## config.mk

```make
export PLATFORM = sky130hd
export DESIGN_NAME = csa_accumulator
export DESIGN_NICKNAME = d
export VERILOG_FILES = /design/src/rtl/csa_accumulator.sv
export SDC_FILE = /design/constraint.sdc
export NUM_CORES = 1
export LEC_CHECK = 0
export ABC_CLOCK_PERIOD_IN_PS = 2850
export CORE_ASPECT_RATIO = 2
export CORE_MARGIN = 8
export CORE_UTILIZATION = 57
export DETAILED_ROUTE_END_ITERATION = 10
export PLACE_DENSITY = 0.81
export SLEW_MARGIN = 20
export SYNTH_ARGS = -nofsm -noshare
export SYNTH_HDL_FRONTEND = slang
export SYNTH_SLANG_ARGS = --single-unit
```

## constraint.sdc

```tcl
create_clock -name clk -period 2.85 [get_ports clk]
set_input_delay 0.7125 -clock clk [delete_from_list [all_inputs] [get_ports clk]]
set_output_delay 0.7125 -clock clk [all_outputs]
set_load 0.02 [all_outputs]
```

## src/rtl/csa_accumulator.sv

```systemverilog
// Carry-save signed accumulator: operands fold into S/C vectors with 3:2
// compression; a single carry-propagate add resolves each group's result.
module csa_accumulator #(
    parameter int W       = 16,
    parameter int MAX_OPS = 16,
    parameter int ACC_W   = W + $clog2(MAX_OPS)
) (
    input  logic                         clk,
    input  logic                         rst_n,
    input  logic                         in_valid,
    output logic                         in_ready,
    input  logic [W-1:0]                 in_data,
    input  logic                         in_sub,
    input  logic                         in_last,
    output logic                         out_valid,
    input  logic                         out_ready,
    output logic [ACC_W-1:0]             out_sum,
    output logic [$clog2(MAX_OPS+1)-1:0] out_count
);

    localparam int CNT_W = $clog2(MAX_OPS + 1);

    if (ACC_W < W + $clog2(MAX_OPS)) begin : g_acc_w_check
        $error("csa_accumulator: ACC_W too narrow for W and MAX_OPS");
    end
    if (MAX_OPS < 2) begin : g_max_ops_check
        $error("csa_accumulator: MAX_OPS must be at least 2");
    end

    typedef enum logic [1:0] {
        ST_ACCUM   = 2'd0,
        ST_RESOLVE = 2'd1,
        ST_OUTPUT  = 2'd2
    } state_t;

    state_t             r_state;
    state_t             w_next;
    logic [ACC_W-1:0]   r_s;
    logic [ACC_W-1:0]   r_c;
    logic [CNT_W-1:0]   r_cnt;
    logic [ACC_W-1:0]   r_sum;
    logic [CNT_W-1:0]   r_count;
    logic               r_live;
    logic               r_phase;

    logic               w_accept;
    logic               w_close;
    logic [CNT_W-1:0]   w_cnt_inc;
    logic [ACC_W-1:0]   w_ext;
    logic [ACC_W-1:0]   w_x;
    logic [ACC_W-1:0]   w_c_sh;
    logic [ACC_W-1:0]   w_s_nxt;
    logic [ACC_W-1:0]   w_c_nxt;
    logic [ACC_W-1:0]   w_total;

    assign in_ready  = r_live && (r_state == ST_ACCUM);
    assign out_valid = (r_state == ST_OUTPUT);
    assign out_sum   = r_sum;
    assign out_count = r_count;

    assign w_accept  = in_valid && in_ready;
    assign w_cnt_inc = r_cnt + CNT_W'(1);
    assign w_close   = w_accept &&
                       (in_last || (w_cnt_inc == CNT_W'(MAX_OPS)));

    // Subtraction is ~x + 1; the +1 rides in the free LSB of the shifted carry.
    assign w_ext   = {{(ACC_W-W){in_data[W-1]}}, in_data};
    assign w_x     = in_sub ? ~w_ext : w_ext;
    assign w_c_sh  = {r_c[ACC_W-2:0], in_sub};
    assign w_s_nxt = r_s ^ w_c_sh ^ w_x;
    assign w_c_nxt = (r_s & w_c_sh) | (r_s & w_x) | (w_c_sh & w_x);

    assign w_total = r_s + {r_c[ACC_W-2:0], 1'b0};

    always_comb begin
        w_next = r_state;
        unique case (r_state)
            ST_ACCUM:   if (w_close)   w_next = ST_RESOLVE;
            ST_RESOLVE: if (r_phase)   w_next = ST_OUTPUT;
            ST_OUTPUT:  if (out_ready) w_next = ST_ACCUM;
            default:                   w_next = ST_ACCUM;
        endcase
    end

    // RESOLVE spans two edges: capture the resolved sum, then present it.
    always_ff @(posedge clk or negedge rst_n) begin
        if (!rst_n) begin
            r_state <= ST_ACCUM;
            r_s     <= '0;
            r_c     <= '0;
            r_cnt   <= '0;
            r_sum   <= '0;
            r_count <= '0;
            r_live  <= 1'b0;
            r_phase <= 1'b0;
        end else begin
            r_live  <= 1'b1;
            r_state <= w_next;
            if (w_accept) begin
                r_s   <= w_s_nxt;
                r_c   <= w_c_nxt;
                r_cnt <= w_cnt_inc;
            end
            if (r_state == ST_RESOLVE) begin
                r_phase <= ~r_phase;
                if (!r_phase) begin
                    r_sum   <= w_total;
                    r_count <= r_cnt;
                end
            end
            if ((r_state == ST_OUTPUT) && out_ready) begin
                r_s   <= '0;
                r_c   <= '0;
                r_cnt <= '0;
            end
        end
    end

endmodule
```

# == After elaboration in Yosys (flattened, before gate mapping) ==
# Index checks and enable logic that the tools add are counted.
# op_classes
n_mul,0
n_eq_ne,6
div,0
magnitude_cmp,0
n_addsub,2
reduce_logical,9
muxes,11
n_shift,0
bitwise_logic,9
# ops
operator,count
20-bit 2-to-1 mux,3
19-bit AND,3
20-bit XOR,2
19-bit 2-to-1 mux,2
19-bit OR,2
20-bit adder,1
20-bit inverter,1
5-bit 2-to-1 mux,2
2-bit 2-to-1 mux,3
2-bit one-hot mux with 3 select lines,1
"5-bit by 1-bit adder with 5-bit output, second input constant",1
"5-bit equality test, second input constant",1
1-bit logical AND,4
"2-bit inequality test, second input constant",2
3-bit AND reduction,1
"2-bit by 1-bit equality test with 1-bit output, second input constant",1
"2-bit equality test, second input constant",1
2-bit zero test,1
"2-bit by 1-bit inequality test with 1-bit output, second input constant",1
2-bit AND reduction,1
2-bit nonzero test,1
1-bit logical OR,1
1-bit inverter,1
# word_totals
input_bits,22
ramBits,0
mem_count,0
word_cells,45
rom_bits,0
latchBits,0
out_inout_bits,27
register_bits,73

# == Depth between registers and ports, before layout ==
# Gate-level depths: netlist of run 1.
# logic_depth
ltp_word,7
ltp_mapped,8
depth_no_buf,8

# == Worst setup path before layout of run 1 ==
# OpenSTA, ideal clock, no wires.
# synth_path
path_kind,flip-flop to flip-flop
start,register r_s[1]
end,register r_sum[15] (netlist: out_sum[15])
t_required_ps,2720
stages_incl_launch_ff,9
setup_slack_ps,523
n_path_buf,0
setup_time_ps,130
arrival_time_ps,2198
synth_period_minus_slack_ps,2327
path_cell_list,dfrtp_1 > ha_1 > fa_1 > a21o_2 > a221oi_2 > o21ai_2 > a221oi_4 > xor2_1 > o21ai_1
# synth_between
elab_chain_cells,1
# synth_rtl
item,line,source
start: declaration,38,logic [ACC_W-1:0] r_s;
start signal: assignment,100,r_s <= w_s_nxt;
20-bit adder,73,"assign w_total = r_s + {r_c[ACC_W-2:0], 1'b0};"
end signal: assignment,107,r_sum <= w_total;
end: declaration,41,logic [ACC_W-1:0] r_sum;
# No other way between the ends.
# A chain may end at the register's enable or synchronous reset.

# == Worst setup path in the final report of run 1 ==
# Same ends and word-level chain as after synthesis.

==> key figures, run 1 <==
GRT
  – Vias in the first global route: ~3800
  – First-pass GRT wire length: 17.63 mm
  – Gr busiest metal: met2
  – GRT met3 Usage: 0.03974
  – Remaining Overflow, GRT: 0
  – Number of antenna violations at the first check in global routing: 0
  – GRT Util Overall: 0.1981
  – GRT met1 Usage: 0.2150
  – GRT met2 Usage: 0.3424
  – Largest net degree at the start of global routing: 83

Power and ir drop
  – Peak supply drop: 549.8 uV
  – Total power: 0.005886 W
  – Power Density: ~1100 nW/um2
  – Leakage: 2.367 nW

Synthesis
  – Synthesized-area fraction occupied by adder cells: 0.1408
  – Syn Inst Count: 468
  – Synth Area in Simple Gates: 0.1653
  – Yosys warning count: 0
  – Unique masters post-synth: 51
  – Sequential area share after synthesis: 0.4162
  – Complex-gate fraction of the synthesized area: 0.1497
  – Largest family of logic cells by synthesized area: simple AND/OR/NAND/NOR gates
  – Syn avg cell area: 9.379 um2
  – EDFF count, synth: 0
  – Mux cell area share after synthesis: 0.004561
  – Post-Syn Nets: between 500 and 600
  – Synth Cell Area: 4389 um2
  – Fraction of synthesized cell area in xor and xnor cells: 0.06385
  – Synthesized flop and latch total: 73
  – Ys flop type: dfrtp_1
  – Async SR Flop Fraction: 1.000

Timing
  – Endpoints failing setup: 0
  – Max Transition Viols Final: 0
  – Setup TNS: 0 ns
  – Unrepaired setup endpoints after global routing: no
  – Final Hold Vio Count: 0
  – FMAX: 0.3827 GHz
  – Slew HR: 0.5610
  – Worst-margin pin slew: approximately 0.66 ns
  – Fin crit share: 0.9167
  – Min Clock Period, post-route: 2.613 ns
  – Clock Skews: just under 0.007 ns

Place
  – Post-Place Cell Area: between 4000 and 5000 um2
  – Buffers on Ports: 48
  – Routability Congestion: 0.8191
  – Post-DP HPWL: 7.256 mm

Worst setup path
  – Cell family with most CP delay: compound AO/OA/AOI/OAI gates
  – Crit Path Class: reg -> reg
  – Critical Path Slowest Stage Cell: fa_1
  – Worst setup EP type: register
  – CP startpoint kind: register
  – Critical Path Max Stage Delay: between 0.4 and 0.5 ns
  – Crit-path cells: ha_1 > fa_1 > a21o_2 > a221oi_2 > o21ai_2 > a221oi_4 > xor2_1 > o21ai_1
  – Critical Path RT: 3.06 ns
  – Worst path bufs/invs: 0
  – CP Data Arrival Time: 2.82 ns
  – Crit-path max FO: 3

Worst hold path
  – Hold Path Class: in -> async

Clock tree
  – # Post-CTS Setup Buffers: 0
  – Reg clk slew, reported paths: 0.06 ns
  – Post_cts resized: 0
  – Clock Tree Buf Depth: 2
  – Clk_lat worst skew: between 0.3 and 0.4 ns
  – TritonCTS Buffers: 9
  – H-tree Lvls: 3
  – CTS Hold Bufs: 0
  – CTS tree: done
  – Clock sinks: 73
  – Root buf cell: clkbuf_16

Finish
  – Layout cells sized above 1: 0.07707
  – Post-Layout Inst Area: about 5300 um2
  – Area Overhead vs Synth: 21.84%
  – Most common cell after layout, fill and taps aside: dfrtp_1
  – # diodes: 0
  – Layout Nets: 574
  – Commonest cells after routing, fill and taps aside: dfrtp_1 (73), nand2_1 (62), o21ai_0 (57)

Floorplanning
  – Initial core utilization: 0.5818
  – Die Ht: around 140 um
  – Die area: roughly 11000 um2
  – Boundary pin count: 49
  – Row cnt: 45
  – Die Wd: 78.05 um
  – Core area: 7545 um2

Status
  – Outcome: finished, final reports clean

Routing
  – Antenna viol nets, final: 0
  – DRC: 0
  – Via Count: between 3000 and 4000
  – Detailed Route WL: 10.17 mm
  – DR WL/cell: 16.58 um
  – 1st-iter DRT viols: 299
  – DR vias/cell: 5.894
  – 1st-pass router iterations: 7

Flow run
  – MaxCap Viol Count: 0
## cell type report
cell class                 instances  area, um2
fill                             577       2197
timing repair buffer              60      590.6
clock buffer                      12      256.5
multi-input combinational        330       2307
clock inverter                     4      98.84
tap                               94      117.6
sequential                        73       1827
inverter                          40      150.1
## where the power goes
part | internal, W | switching [W] | total (W)
Sequential | 0.00145 | 0.000340 | 0.00179
Combinational | 0.00113 | 0.00164 | 0.00277
Clock | 0.000904 | 0.000422 | 0.00133
## flip-flops by register name, summed over array words and instances (netlist names)
| register | cells |
|---|---|
| out_sum | 20 |
| r_s | 20 |
| r_c | 19 |
| out_count | 5 |
| r_cnt | 5 |
| r_state | 2 |
| r_live | 1 |
| r_phase | 1 |
## synthesized netlist by cell type, types with 4 or more instances
| library cell | n | share of area |
|---|---|---|
| ha_1 | 19 | 0.054 |
| nand4_1 | 7 | 0.010 |
| a21oi_1 | 14 | 0.016 |
| nor3b_1 | 4 | 0.0068 |
| fa_1 | 19 | 0.087 |
| dfrtp_1 | 73 | 0.42 |
| xnor2_1 | 22 | 0.044 |
| nand2_1 | 63 | 0.054 |
| nand3_1 | 51 | 0.058 |
| o21ai_0 | 57 | 0.065 |
| and3_1 | 5 | 0.0071 |
| inv_1 | 40 | 0.034 |
| xor2_1 | 10 | 0.020 |
| clkbuf_1 | 19 | 0.016 |
| nor2_1 | 4 | 0.0034 |
| nand2b_1 | 4 | 0.0057 |
## stage by stage
step | worst slack, ns | hold WS, ns | utilization | std cells
2_1_floorplan | 0.5226 | 0.4169 | - | 468
5_1_grt | 0.1488 | 0.4501 | 0.7088 | 613
6_report | 0.2373 | 0.4079 | 0.7088 | 613
3_5_place_dp | 0.07257 | 0.4615 | 0.6617 | 597
3_3_place_gp | 0.2194 | 0.4571 | 0.6617 | 597
4_1_cts | 0.2236 | 0.4219 | 0.7088 | 613
## cells by family after synthesis
kind of cell               after synthesis
muxes                                    2
other                                    1
AOI/OAI and AO/OA                      106
buffers and inverters                   65
adders and majority gates               38
and+or+nand+nor                        151
DFF                                     73
xor gates and xnor gates                32
## routing by layer
layer,part of all wire,wire length [um]
met1,0.37,3734
met2,0.54,5518
met3,0.053,541
met4,0.036,370
met5,0,0
## path summary, 6_finish.rpt
check                      slack [ns]          from  depth (start not counted)      endpoint
hold / removal                   0.41         rst_n                          1        r_s[6]
max in group asynchronous        1.69         rst_n                          3    out_sum[4]
setup / recovery                 0.24        r_s[1]                          8   out_sum[15]
min in group clk                 0.47  out_count[4]                          2  out_count[4]
hold reg to reg                  0.47  out_count[4]                          2  out_count[4]
setup reg to reg                 0.24        r_s[1]                          8   out_sum[15]
No activity file was read; power rests on OpenSTA's default activity.
==> run 2: changes to the inputs <==
ABC_AREA = 0   (was unset)
SLEW_MARGIN = unset   (was 20)
TNS_END_PERCENT = 100   (was unset)
==> results of run 2 <==
Final layout, timing and power as in run 1 (identical DEF).
